### src/rtl/counter_10000_ctrl.sv
// rtl/counter_10000_ctrl.sv - run/stop/clear controlled 4-digit BCD up/down counter
// Consumes the 10 Hz tick, decodes button and UART commands, drives the tick generator.
module counter_10000_ctrl #(
    parameter int MAX_COUNT = 9999
) (
    input  logic        clk,
    input  logic        rst,
    input  logic        i_tick,
    input  logic        i_btn_run,
    input  logic        i_btn_clear,
    input  logic        i_btn_mode,
    input  logic [7:0]  i_rx_data,
    input  logic        i_rx_valid,
    output logic        o_tick_en,
    output logic        o_tick_clr,
    output logic [15:0] o_bcd,
    output logic        o_running,
    output logic        o_mode_down,
    output logic        o_wrap
);

    localparam logic [15:0] MAX_BCD = {4'(MAX_COUNT / 1000 % 10), 4'(MAX_COUNT / 100 % 10),
                                       4'(MAX_COUNT / 10 % 10), 4'(MAX_COUNT % 10)};

    typedef enum logic [1:0] {
        STOP  = 2'd0,
        RUN   = 2'd1,
        CLEAR = 2'd2
    } state_t;

    state_t      state;
    logic        run_q;
    logic        clr_q;
    logic        mode_q;
    logic        rx_run;
    logic        rx_clr;
    logic        rx_mode;
    logic        clr_now;
    logic        count_en;
    logic        wrap_hit;
    logic [15:0] next_bcd;

    function automatic logic [15:0] bcd_inc(input logic [15:0] v);
        logic [15:0] r;
        logic        carry;
        r     = v;
        carry = 1'b1;
        for (int i = 0; i < 4; i++) begin
            if (carry) begin
                if (r[i*4 +: 4] == 4'd9) begin
                    r[i*4 +: 4] = 4'd0;
                end else begin
                    r[i*4 +: 4] = r[i*4 +: 4] + 4'd1;
                    carry       = 1'b0;
                end
            end
        end
        return r;
    endfunction

    function automatic logic [15:0] bcd_dec(input logic [15:0] v);
        logic [15:0] r;
        logic        borrow;
        r      = v;
        borrow = 1'b1;
        for (int i = 0; i < 4; i++) begin
            if (borrow) begin
                if (r[i*4 +: 4] == 4'd0) begin
                    r[i*4 +: 4] = 4'd9;
                end else begin
                    r[i*4 +: 4] = r[i*4 +: 4] - 4'd1;
                    borrow      = 1'b0;
                end
            end
        end
        return r;
    endfunction

    assign rx_run  = i_rx_valid & ((i_rx_data == 8'h52) | (i_rx_data == 8'h72));
    assign rx_clr  = i_rx_valid & ((i_rx_data == 8'h43) | (i_rx_data == 8'h63));
    assign rx_mode = i_rx_valid & ((i_rx_data == 8'h4D) | (i_rx_data == 8'h6D));
    assign clr_now = i_btn_clear | rx_clr;

    // A clear seen on the inputs or pending in the decode stage swallows a concurrent tick.
    assign count_en = (state == RUN) & i_tick & ~clr_q & ~clr_now;

    always_comb begin
        next_bcd = o_bcd;
        wrap_hit = 1'b0;
        if (o_mode_down) begin
            if (o_bcd == 16'h0000) begin
                next_bcd = MAX_BCD;
                wrap_hit = 1'b1;
            end else begin
                next_bcd = bcd_dec(o_bcd);
            end
        end else begin
            if (o_bcd == MAX_BCD) begin
                next_bcd = 16'h0000;
                wrap_hit = 1'b1;
            end else begin
                next_bcd = bcd_inc(o_bcd);
            end
        end
    end

    always_ff @(posedge clk or posedge rst) begin
        if (rst) begin
            state       <= STOP;
            run_q       <= 1'b0;
            clr_q       <= 1'b0;
            mode_q      <= 1'b0;
            o_bcd       <= 16'h0000;
            o_mode_down <= 1'b0;
            o_wrap      <= 1'b0;
        end else begin
            run_q  <= i_btn_run | rx_run;
            clr_q  <= clr_now;
            mode_q <= i_btn_mode | rx_mode;

            if (mode_q) begin
                o_mode_down <= ~o_mode_down;
            end

            o_wrap <= count_en & wrap_hit;
            if (clr_q) begin
                o_bcd <= 16'h0000;
            end else if (count_en) begin
                o_bcd <= next_bcd;
            end

            if (clr_q) begin
                state <= CLEAR;
            end else begin
                case (state)
                    STOP:    state <= run_q ? RUN : STOP;
                    RUN:     state <= run_q ? STOP : RUN;
                    CLEAR:   state <= STOP;
                    default: state <= STOP;
                endcase
            end
        end
    end

    assign o_tick_en  = (state == RUN);
    assign o_tick_clr = (state == CLEAR);
    assign o_running  = (state == RUN);

endmodule

### config.mk
export PLATFORM = sky130hd
export DESIGN_NAME = counter_10000_ctrl
export DESIGN_NICKNAME = d
export VERILOG_FILES = /design/src/rtl/counter_10000_ctrl.sv
export SDC_FILE = /design/constraint.sdc
export NUM_CORES = 1
export LEC_CHECK = 0
export ABC_CLOCK_PERIOD_IN_PS = 3400
export CELL_PAD_IN_SITES_DETAIL_PLACEMENT = 0
export CELL_PAD_IN_SITES_GLOBAL_PLACEMENT = 1
export CORE_MARGIN = 3
export CORE_UTILIZATION = 41
export CTS_CLUSTER_SIZE = 20
export DETAILED_ROUTE_END_ITERATION = 7
export GPL_TIMING_DRIVEN = 0
export PLACE_DENSITY_LB_ADDON = 0.12
export SYNTH_ARGS = -nofsm -noshare
export SYNTH_HDL_FRONTEND = slang
export SYNTH_SLANG_ARGS = --single-unit
### constraint.sdc
create_clock -name clk -period 3.4 [get_ports clk]
set_clock_uncertainty 0.15 [all_clocks]
set_input_delay 0.68 -clock clk [delete_from_list [all_inputs] [get_ports clk]]
set_output_delay 0.68 -clock clk [all_outputs]
set_load 0.02 [all_outputs]
## Word level (Yosys, flattened, before mapping)

Index checks and enable logic that the tools add are counted.

- Bits in registers: 23
- Input bits: 15
- Output and inout port bits: 21
- Word-level logic and storage cells: 111

- $add $sub $neg: 8
- Equality and inequality tests: 16
- Multiplexer cells: 48
- Bitwise gates (word level): 16
- Reduce and logical (&&, ||, !) cells: 13

Operators with widths:

| operator | number |
|---|---|
| $mux W16 | 5 |
| $mux W4 | 14 |
| $eq A8 B7 Y1 const B | 6 |
| $mux W1 | 27 |
| $add A4 B1 Y4 const B | 4 |
| $eq A16 B16 Y1 const B | 1 |
| $eq A4 B4 Y1 const B | 4 |
| $logic_not A16 Y1 | 1 |
| $logic_not A4 Y1 | 4 |
| $sub A4 B1 Y4 const B | 4 |
| $ne A4 B1 Y1 const B | 3 |
| $reduce_bool A4 Y1 | 3 |
| $reduce_and A3 Y1 | 3 |
| $and A1 B1 Y1 | 7 |
| $or A1 B1 Y1 | 6 |
| $not A1 Y1 | 3 |
| $eq A2 B1 Y1 const B | 1 |
| $eq A2 B2 Y1 const B | 1 |
| $logic_not A2 Y1 | 1 |
| $mux W2 | 1 |
| $pmux W1 S2 | 1 |
| $reduce_bool A2 Y1 | 1 |

## Depth between registers and ports, before layout

- Word-level depth: 15
- Gate-level depth with buffers: 7
- Mapped depth without buffers: 7

## Worst setup path before layout

No wires, ideal clock.

- Path kind: register to register
- Start point: register o_bcd[0]
- End point: register o_wrap
- Setup time: 0.078 ns
- Arrival time: 2.112 ns
- Required time: 3.172 ns
- Slack: 1.060 ns
- Cell stages (with the launch flop): 7
- Path buffers: 0
- Clock period less this slack: 2.340 ns
- Cells stage by stage: dfrtp_1 > inv_1 > ha_1 > nor3b_1 > nand3_1 > or4b_2 > a21boi_1

- Cells in the longest elaborated chain, start to end: 4
- Elaborated cells between the ends (all ways): 6
- Classes of those cells: 1 x eq/ne; 3 x mux; 1 x bitwise; 1 x reduce/logical

Ends and longest elaborated chain:

| element | RTL line | source |
|---|---|---|
| from (decl) | 16 | `output logic [15:0] o_bcd,` |
| from (signal assigned) | 129 | `o_bcd <= next_bcd;` |
| $eq A16 B16 Y1 / $logic_not A16 Y1 (equally long branches) | 98, 91 |  |
| $mux W1, on equally long branches | 98, 91 |  |
| $mux W1 * | 90 | `if (o_mode_down) begin` |
| $and A1 B1 Y1 * | 125 | `o_wrap <= count_en & wrap_hit;` |
| to (signal assigned) | 125 |  |
| to (decl) | 19 | `output logic o_wrap` |

Mark *: on every way between the ends. The rest lies on a longest branch, timed or not.
A chain may end at the register's enable or synchronous reset.

## Worst setup path in the final report

- Start point: input port i_rx_data[1]
- End point: register o_bcd[15]

- Cells in the longest elaborated chain, start to end: 8
- Elaborated cells between the ends (all ways): 9
- Classes of those cells: 2 x eq/ne; 5 x bitwise; 2 x reduce/logical

Ends and longest elaborated chain:

| element | RTL line | source |
|---|---|---|
| from (decl) | 12 | `input logic [7:0] i_rx_data,` |
| $eq A8 B7 Y1 | 80 | `assign rx_clr = i_rx_valid & ((i_rx_data == 8'h43) \| (i_rx_data == 8'h63));` |
| $or A1 B1 Y1 * | 80 |  |
| $and A1 B1 Y1 * | 80 |  |
| $or A1 B1 Y1 * | 82 | `assign clr_now = i_btn_clear \| rx_clr;` |
| $not A1 Y1 * | 85 | `assign count_en = (state == RUN) & i_tick & ~clr_q & ~clr_now;` |
| $and A1 B1 Y1 * | 85 |  |
| $reduce_bool A2 Y1 (no source line) * | n/a |  |
| $reduce_and A3 Y1 (no source line) * | n/a |  |

Marks and branches as above.

==> results_dict.tcl <==
set metrics [dict create \
    fill_cells 358 \
    antenna_found_initial 0 \
    first_global_vias 1664 \
    synthFlopType "dfrtp_1" \
    cp_num_buf_inv 1 \
    ctsResizeCount 0 \
    die_w_um 70.6 \
    syn_to_final_growth_pct 26.0 \
    start_kind "primary input" \
    worstSetupPathDepth 6 \
    worst_path_max_delay_cell "clkdlybuf4s50_1" \
    path_class "in2reg" \
    start_util 0.444 \
    numCtsBuffers 3 \
    hpwlAfterDp_mm 3.22 \
    drt_iter0_markers 84 \
    yosysWarnings 0 \
    cts_max_path_buffers 2 \
    post-route-period-util 0.822 \
    layout_min_cycle_time_ns 2.80 \
    final_cell_mix "34 x clkdlybuf4s50_1, 23 x dfrtp_1, 18 x o21ai_0, 18 x inv_1, 15 x nor2_1" \
    synth.avg_cell_area_um2 8.69 \
    max_stage_delay_ns 0.47 \
    path_delay_family "simple AND/OR/NAND/NOR gates" \
    cts_num_sinks 23 \
    root_buffer "clkbuf_8" \
    grt-ovfl-total 0 \
    io_buffers 34 \
    grt_usage 0.177 \
    htree_num_levels 1 \
    drc 0 \
    ys_seq_elements 23 \
    leakage_nw 0.893 \
    maxSlewHeadroom 0.396 \
    syn-cell-area_um2 1710 \
    insertedDiodeCount 0 \
    fin_hold_ws_ns 0.281 \
    clk_latency_ns 0.27 \
    cts_tree "built" \
    detail-route-antenna-nets 0 \
    place_ws_ns 0.302 \
    setup_viol 0 \
    synth_top_area_frac 0.336 \
    hold_buffers 0 \
    die_area_um2 4990 \
    synth-seq-area-share 0.336 \
    tns_ns 0 \
    gp_congestion 0.913 \
    final_cell_area_um2 2160 \
    rsz0062_at_grt "false" \
    crit_arrival_ns 2.81 \
    cp.required_ns 3.41 \
    holdPathStages 1 \
    grt_pass1_wl_mm 7.42 \
    maxSlewViolCount 0 \
    die_y_um 70.6 \
    worst-path-max-fanout 7 \
    post_cts_buffers 0 \
    syn_nets 221 \
    routed_wl_mm 4.30 \
    tightest_slew_ns 0.905 \
    drive_gt1_frac 0.0638 \
    vias_per_cell 5.82 \
    placed_area_um2 2110 \
    mostFrequentLayoutCell "clkdlybuf4s50_1" \
    setup_ws_ns 0.604 \
    yosys-top-cells-area "dfrtp_1 34%, ha_1 6.6%, o21ai_0 5.3%" \
    rows 22 \
    pin_count 36 \
    maxCapViolations 0 \
    grt_max_degree 24 \
    hp-class "reg2reg" \
    yosys.area.top_type "dfrtp_1" \
    wire_per_inst_um 15.2 \
    synth_enable_flop_cells 0 \
    powerDensity_nw_per_um2 726 \
    synthArstFlopShare 1.00 \
    core-area_um2 3850 \
    cp-end-kind "register" \
    synth.distinct_cells 49 \
    outcome "finished, final reports clean" \
    first_pass_iters 4 \
    peakVddDrop_uv 295 \
    finalHoldViolations 0 \
    syn_inst 197 \
    clk_pin_slew_worst_paths_ns 0.09 \
    fmax_mhz 358 \
    vias 1648 \
    nets 260 \
    cp_cell_sequence "clkdlybuf4s50_1 > nor3b_1 > a311oi_2 > nor2_1 > nand3b_2 > mux2_4" \
    rr_worst_depth 7 \
]
## final cells by class
cell class | instances | area, um^2 | area share
inverter | 18 | 67.6 | 0.0313
sequential | 23 | 576 | 0.267
multi-input combinational | 147 | 1030 | 0.477
clock buffer | 4 | 45.0 | 0.0209
buffer | 9 | 41.3 | 0.0191
timing repair buffer | 34 | 340 | 0.158
tap | 48 | 60.1 | 0.0278
## state kept, by name, indices dropped and copies added (netlist names)
signal / cells
mode_q: 1
clr_q: 1
o_bcd: 16
state: 2
o_wrap: 1
run_q: 1
o_mode_down: 1
## synth_stat cells (all sizes together) (4+ instances only)
| master | count |
|---|---|
| dfrtp | 23 |
| o21ai | 19 |
| inv | 18 |
| nor2 | 15 |
| a21oi | 13 |
| ha | 9 |
| nand3 | 8 |
| clkbuf | 7 |
| nand2 | 6 |
| nand3b | 6 |
| nor3 | 6 |
| mux2 | 5 |
| mux2i | 5 |
| nor2b | 5 |
| a311oi | 4 |
## path summary, 6_finish.rpt
kind	start	end	slack (ns)
setup reg to reg	o_bcd[0]$_DFFE_PP0P_	o_bcd[15]$_DFFE_PP0P_	0.70
hold reg to reg	mode_q$_DFF_PP0_	o_mode_down$_DFFE_PP0P_	0.28
max in group asynchronous	rst	o_bcd[11]$_DFFE_PP0P_	1.78
min in group asynchronous	rst	o_bcd[1]$_DFFE_PP0P_	0.75
setup / recovery	i_rx_data[1]	o_bcd[15]$_DFFE_PP0P_	0.60
hold / removal	mode_q$_DFF_PP0_	o_mode_down$_DFFE_PP0P_	0.28
## through the flow
step           utilization  std cells  power, W
2_1_floorplan            -        197   0.00107
3_3_place_gp         0.548        279   0.00136
3_5_place_dp         0.548        279   0.00139
4_1_cts              0.560        283   0.00157
5_1_grt              0.560        283   0.00168
6_report             0.560        283   0.00157
## cell families after synthesis
kind of cell	share of synthesized area
xor gates and xnor gates	0.0205
buffers and inverters	0.0635
AOI/OAI and AO/OA	0.225
DFF	0.336
and+or+nand+nor	0.225
adders and majority gates	0.0657
muxes	0.0643
## power by group
group / switching, W / internal (W) / leakage, nW
clock: 0.0000905 / 0.0000837 / 0.0228
combinational: 0.000515 / 0.000408 / 0.576
sequential: 0.000119 / 0.000351 / 0.294
## layer usage
| layer | share of wire | track usage | vias to the layer above | wire, um |
|---|---|---|---|---|
| met5 | 0 | 0 | - | 0 |
| met3 | 0.044 | 0.0227 | 6 | 190 |
| li1 | - | - | 804 | - |
| met2 | 0.46 | 0.298 | 50 | 1980 |
| met1 | 0.48 | 0.237 | 788 | 2080 |
| met4 | 0.010 | 0.0501 | 0 | 45 |
Note: power is estimated with default switching activity, not from simulation.
